[config.mk]
export PLATFORM = sky130hd
export DESIGN_NAME = clint
export DESIGN_NICKNAME = d
export VERILOG_FILES = /design/src/rtl/clint.sv
export SDC_FILE = /design/constraint.sdc
export NUM_CORES = 1
export LEC_CHECK = 0
export CORE_UTILIZATION = 58
export CTS_CLUSTER_SIZE = 16
export DETAILED_ROUTE_END_ITERATION = 16
export PLACE_DENSITY = 0.95
export SYNTH_ARGS = -nofsm -noshare
export SYNTH_HDL_FRONTEND = slang
export SYNTH_SLANG_ARGS = --single-unit
[constraint.sdc]
create_clock -name clk -period 5 [get_ports clk]
set_input_delay 1.5 -clock clk [delete_from_list [all_inputs] [get_ports clk]]
set_output_delay 1.5 -clock clk [all_outputs]
set_load 0.05 [all_outputs]
[src/rtl/clint.sv]
// Core-local interrupt controller: msip / mtimecmp / mtime behind a single-outstanding
// data-bus responder, driving the core's software and timer interrupt lines.
package clint_pkg;

  typedef struct packed {
    logic        valid;
    logic [63:0] addr;
    logic [7:0]  strobe;
    logic [63:0] data;
  } dbus_req_t;

  typedef struct packed {
    logic        addr_ok;
    logic        data_ok;
    logic [63:0] data;
  } dbus_resp_t;

endpackage

module clint
  import clint_pkg::*;
#(
  parameter logic [63:0] BASE     = 64'h0000_0000_0200_0000,
  parameter int unsigned TICK_DIV = 1
) (
  input  logic       clk,
  input  logic       reset,
  input  dbus_req_t  dreq,
  output dbus_resp_t dresp,
  output logic       swint,
  output logic       trint
);

  // Register offsets as 8-byte word indices (addr[15:3]).
  localparam logic [12:0] OFF_MSIP     = 13'h0000;
  localparam logic [12:0] OFF_MTIMECMP = 13'h0800;
  localparam logic [12:0] OFF_MTIME    = 13'h17FF;
  localparam logic [15:0] TICK_LAST    = 16'(TICK_DIV - 1);

  typedef enum logic {
    IDLE = 1'b0,
    RESP = 1'b1
  } state_t;

  function automatic logic [63:0] merge_lanes(input logic [63:0] old_val,
                                              input logic [63:0] wdata,
                                              input logic [7:0]  strobe);
    logic [63:0] res;
    res = old_val;
    for (int i = 0; i < 8; i++) begin
      if (strobe[i]) begin
        res[8*i +: 8] = wdata[8*i +: 8];
      end else begin
        res[8*i +: 8] = old_val[8*i +: 8];
      end
    end
    return res;
  endfunction

  state_t      state_q, state_d;
  logic        msip_q, msip_d;
  logic [63:0] mtimecmp_q, mtimecmp_d;
  logic [63:0] mtime_q, mtime_d;
  logic [15:0] pcnt_q, pcnt_d;
  logic        trint_q, trint_d;
  logic [63:0] resp_data_q, resp_data_d;

  logic        hit_s;
  logic        accept_s;
  logic        write_s;
  logic        tick_s;
  logic [12:0] offset_s;
  logic [63:0] rd_data_s;
  logic        unused_addr_s;

  assign hit_s         = dreq.valid && (dreq.addr[63:16] == BASE[63:16]);
  assign accept_s      = hit_s && (state_q == IDLE);
  assign write_s       = accept_s && (dreq.strobe != 8'h00);
  assign offset_s      = dreq.addr[15:3];
  assign tick_s        = (pcnt_q == TICK_LAST);
  assign unused_addr_s = ^dreq.addr[2:0];

  // Next-state logic of the request handshake.
  always_comb begin
    state_d = state_q;
    case (state_q)
      IDLE: begin
        if (accept_s) begin
          state_d = RESP;
        end else begin
          state_d = IDLE;
        end
      end
      RESP:    state_d = IDLE;
      default: state_d = IDLE;
    endcase
  end

  // Read mux; unmapped offsets read as zero.
  always_comb begin
    rd_data_s = 64'h0;
    case (offset_s)
      OFF_MSIP:     rd_data_s = {63'h0, msip_q};
      OFF_MTIMECMP: rd_data_s = mtimecmp_q;
      OFF_MTIME:    rd_data_s = mtime_q;
      default:      rd_data_s = 64'h0;
    endcase
  end

  // Register updates; a bus write to mtime overrides the same-cycle tick.
  always_comb begin
    msip_d      = msip_q;
    mtimecmp_d  = mtimecmp_q;
    mtime_d     = mtime_q;
    pcnt_d      = pcnt_q;
    resp_data_d = 64'h0;

    if (tick_s) begin
      pcnt_d = 16'h0000;
    end else begin
      pcnt_d = pcnt_q + 16'h0001;
    end

    if (accept_s) begin
      resp_data_d = rd_data_s;
    end else begin
      resp_data_d = 64'h0;
    end

    if (write_s && (offset_s == OFF_MSIP) && dreq.strobe[0]) begin
      msip_d = dreq.data[0];
    end else begin
      msip_d = msip_q;
    end

    if (write_s && (offset_s == OFF_MTIMECMP)) begin
      mtimecmp_d = merge_lanes(mtimecmp_q, dreq.data, dreq.strobe);
    end else begin
      mtimecmp_d = mtimecmp_q;
    end

    if (write_s && (offset_s == OFF_MTIME)) begin
      mtime_d = merge_lanes(mtime_q, dreq.data, dreq.strobe);
    end else if (tick_s) begin
      mtime_d = mtime_q + 64'h1;
    end else begin
      mtime_d = mtime_q;
    end
  end

  assign trint_d = (mtime_q >= mtimecmp_q);

  // State and register flops with synchronous reset.
  always_ff @(posedge clk) begin
    if (reset) begin
      state_q     <= IDLE;
      msip_q      <= 1'b0;
      mtimecmp_q  <= 64'hFFFF_FFFF_FFFF_FFFF;
      mtime_q     <= 64'h0;
      pcnt_q      <= 16'h0000;
      trint_q     <= 1'b0;
      resp_data_q <= 64'h0;
    end else begin
      state_q     <= state_d;
      msip_q      <= msip_d;
      mtimecmp_q  <= mtimecmp_d;
      mtime_q     <= mtime_d;
      pcnt_q      <= pcnt_d;
      trint_q     <= trint_d;
      resp_data_q <= resp_data_d;
    end
  end

  // Response pulse is taken straight from the RESP state flop.
  always_comb begin
    dresp         = '0;
    dresp.addr_ok = (state_q == RESP);
    dresp.data_ok = (state_q == RESP);
    dresp.data    = resp_data_q;
  end

  assign swint = msip_q;
  assign trint = trint_q;

endmodule

==> impl_metrics.toml <==
[global_route]
antenna_found_initial = 0
grt_max_degree = 67
overflow = 0
grt_usage_pct = 36.24
grt_pass1_wl_um = 59840
grt_pass1_vias = 12070

[cells_and_area]
layout-drive-gt1-share_pct = 7.857
fill_cells = 1294
area_growth_pct = 26.71
layout_common_cells = "dfxtp_1, clkdlybuf4s50_1, nand2_1"
final_nets = 1781
n_antenna_cell = 0
fin_area_um2 = 14590
finish.utilization_pct = 74.97
final_common_cell = "dfxtp_1"

[detailed_routing]
antenna_left = 0
wl_um = 37770
drtIter0Drc = 1758
drt-vias-per-instance = 6.845
drc = 0
post_drt_wl_per_cell_um = 20.35
vias = 12710
drt_first_pass_iters = 6

[worst_setup_path]
critPathArrivalTime_ns = 4.71
reg2reg_slack_ns = 1.68
worst_r2r_startpoint = "pcnt_q[0]$_SDFF_PP0_"
critical_path.top_delay_family = "simple AND/OR/NAND/NOR gates"
startpoint = "dreq[131]"
crit_slowest_cell = "or4_1"
crit_path_cell_trace = "clkdlybuf4s50_1, or4_1, nand3b_1, nor4_4, buf_4, and3_1, o211ai_1"
ff2ff_path_depth = 9
path_buf_inv = 2
cp-start-kind = "input pin"
rr_endpoint = "mtime_q[37]$_SDFFE_PP0P_"
end_kind = "flip-flop"
critical_path.max_stage_delay_ns = 0.64
cp.required_ns = 5.33
crit_path_max_fanout = 31
criticalPathCategory = "input pin to flip-flop"

[clocking]
cts_resized = 0
holdBufCountCts = 0
clkSinkCount = 211
clk_pin_slew_worst_paths_ns = 0.06
cts_root_buf = "clkbuf_16"
cts_max_level = 1
cts_tree = "yes"
cts_buffer_depth = 3
cts_setup_buffers = 0
clk_latency_ns = 0.51
cts_made_buffers = 23

[logic_synthesis]
synth_compound_area_share_pct = 23.31
avgSynthCellArea_um2 = 8.232
synth_top_family_by_area = "simple AND/OR/NAND/NOR gates"
syn-cell-area_um2 = 11520
yosysUniqueCellTypes = 68
synthArstFlopShare_pct = 0
synthFlopType = "dfxtp_1"
synth_xor_area_share_pct = 1.065
synthSimpleGateAreaFrac_pct = 23.94
yosysWarningCount = 0
postSynthCellCount = 1399
syn-num-nets = 1605
synth_edf_count = 0
synthMuxAreaShare_pct = 1.032
synthAdderAreaFrac_pct = 7.279
ys_seq_area_share_pct = 36.68
ys_seq_elements = 211

[die]
fp.dieW_um = 142.9
ios = 207
start_util_pct = 59.17
core_um2 = 19460
placementRows = 51
fp.dieH_um = 142.9
dieArea_um2 = 20420

[sta]
fin_setup_tns_ns = 0
hold_ws_ns = 0.5127
finalHoldViolCount = 0
drv_slew = 0
rsz0062_at_grt = "no"
clock.fmax_mhz = 228.3
tightest_slew_ns = 1.205
setup_violations = 0
timing.slew.headroom_pct = 19.69
period_minus_slack_ns = 4.379
final.setup_skew_ns = 0.005964
finalCritPeriodShare_pct = 87.59

[placed_design]
place_congestion = 1.005
hpwlAfterDp_um = 26300
place_area_um2 = 13830
io_buffers = 203

[min_path]
hold_end = "resp_data_q[9]$_SDFF_PP0_"
hp-class = "flip-flop to flip-flop"
holdPathStages = 2
hp-start = "mtimecmp_q[9]$_SDFFE_PP1P_"

[power_and_ir_drop]
total_power_mw = 3.599
p_leak_nw = 5.527
vdd_drop_max_mv = 0.1922
p_per_area_nw_per_um2 = 246.6

[job]
maxCapViolCount = 0

[status]
status = "completed"
[cells by family after synthesis]
logic type	after synthesis
DFF	211
muxes	11
adders and majority gates	67
xor gates and xnor gates	14
and+or+nand+nor	533
AOI/OAI and AO/OA	376
buffers and inverters	187
[metrics by stage]
step	worst slack [ns]	std cells
4_1_cts	0.7232	1856
5_1_grt	0.4489	1856
3_5_place_dp	0.2125	1815
3_3_place_gp	0.3276	1815
6_report	0.6207	1856
2_1_floorplan	1.409	1399
[layer usage]
layer,global-route usage [%],routed length [µm]
met1,43.37,13710
met2,61.18,17850
met3,7.579,4392
met4,18.62,1827
met5,0,0
[flip-flops by register name, indices dropped and copies added, names as in the netlist]
register,flops
trint,1
mtimecmp_q,64
state_q,1
mtime_q,64
swint,1
pcnt_q,16
resp_data_q,64
[report_power, final]
| group | leakage [nW] | switching [mW] | internal [mW] |
|---|---|---|---|
| registers | 1.70 | 0.00412 | 1.68 |
| clock network | 0.371 | 0.709 | 1.00 |
| logic | 3.45 | 0.0880 | 0.115 |
[worst reg2reg max path, delay by kind of cell, from the launching register on]
kind	cells	cell delay (ns)
flops	1	0.35
buf+inv	2	0.26
fa+ha+maj	1	0.17
compound gates	1	0.35
simple gates	4	1.81
mux	1	0.33
[synth_stat cells, types with 13 or more instances]
cell type | number | area share [%]
dfxtp_1 | 211 | 37
nand2_1 | 120 | 3.9
nor2_1 | 118 | 3.8
inv_1 | 90 | 2.9
o211ai_1 | 88 | 5.7
ha_1 | 67 | 7.3
a22oi_1 | 63 | 4.1
nand4_1 | 56 | 3.0
clkbuf_1 | 55 | 1.8
nand3_1 | 55 | 2.4
a21oi_1 | 47 | 2.0
nor4_1 | 37 | 2.0
a31oi_1 | 36 | 2.0
nor3_1 | 34 | 1.5
o21ai_0 | 33 | 1.4
and3_1 | 25 | 1.4
buf_2 | 20 | 0.87
a211oi_1 | 19 | 1.2
a2111oi_0 | 18 | 1.4
or4_1 | 17 | 1.1
or3_1 | 14 | 0.76
a21o_1 | 13 | 0.85
[cell type report]
cell class / instances / area (µm²) / area share, %
repair buffers: 248 / 2390 / 16.38
multi-input cells: 1001 / 6551 / 44.90
flip-flops and latches: 211 / 4224 / 28.95
clock inverters: 8 / 73.82 / 0.5059
inverters: 90 / 337.8 / 2.315
well taps: 265 / 331.6 / 2.272
clock buffers: 33 / 683.2 / 4.682
[worst max-delay path by stage]
stage	end	cells after the start
global route	mtimecmp_q[46]$_SDFFE_PP1P_	8
CTS	mtimecmp_q[56]$_SDFFE_PP1P_	8
floorplan	mtime_q[56]$_SDFFE_PP0P_	9
detailed placement	mtimecmp_q[41]$_SDFFE_PP1P_	7
global placement	mtimecmp_q[55]$_SDFFE_PP1P_	7
finish	mtimecmp_q[41]$_SDFFE_PP1P_	7
(Power assumes the default switching activity.)
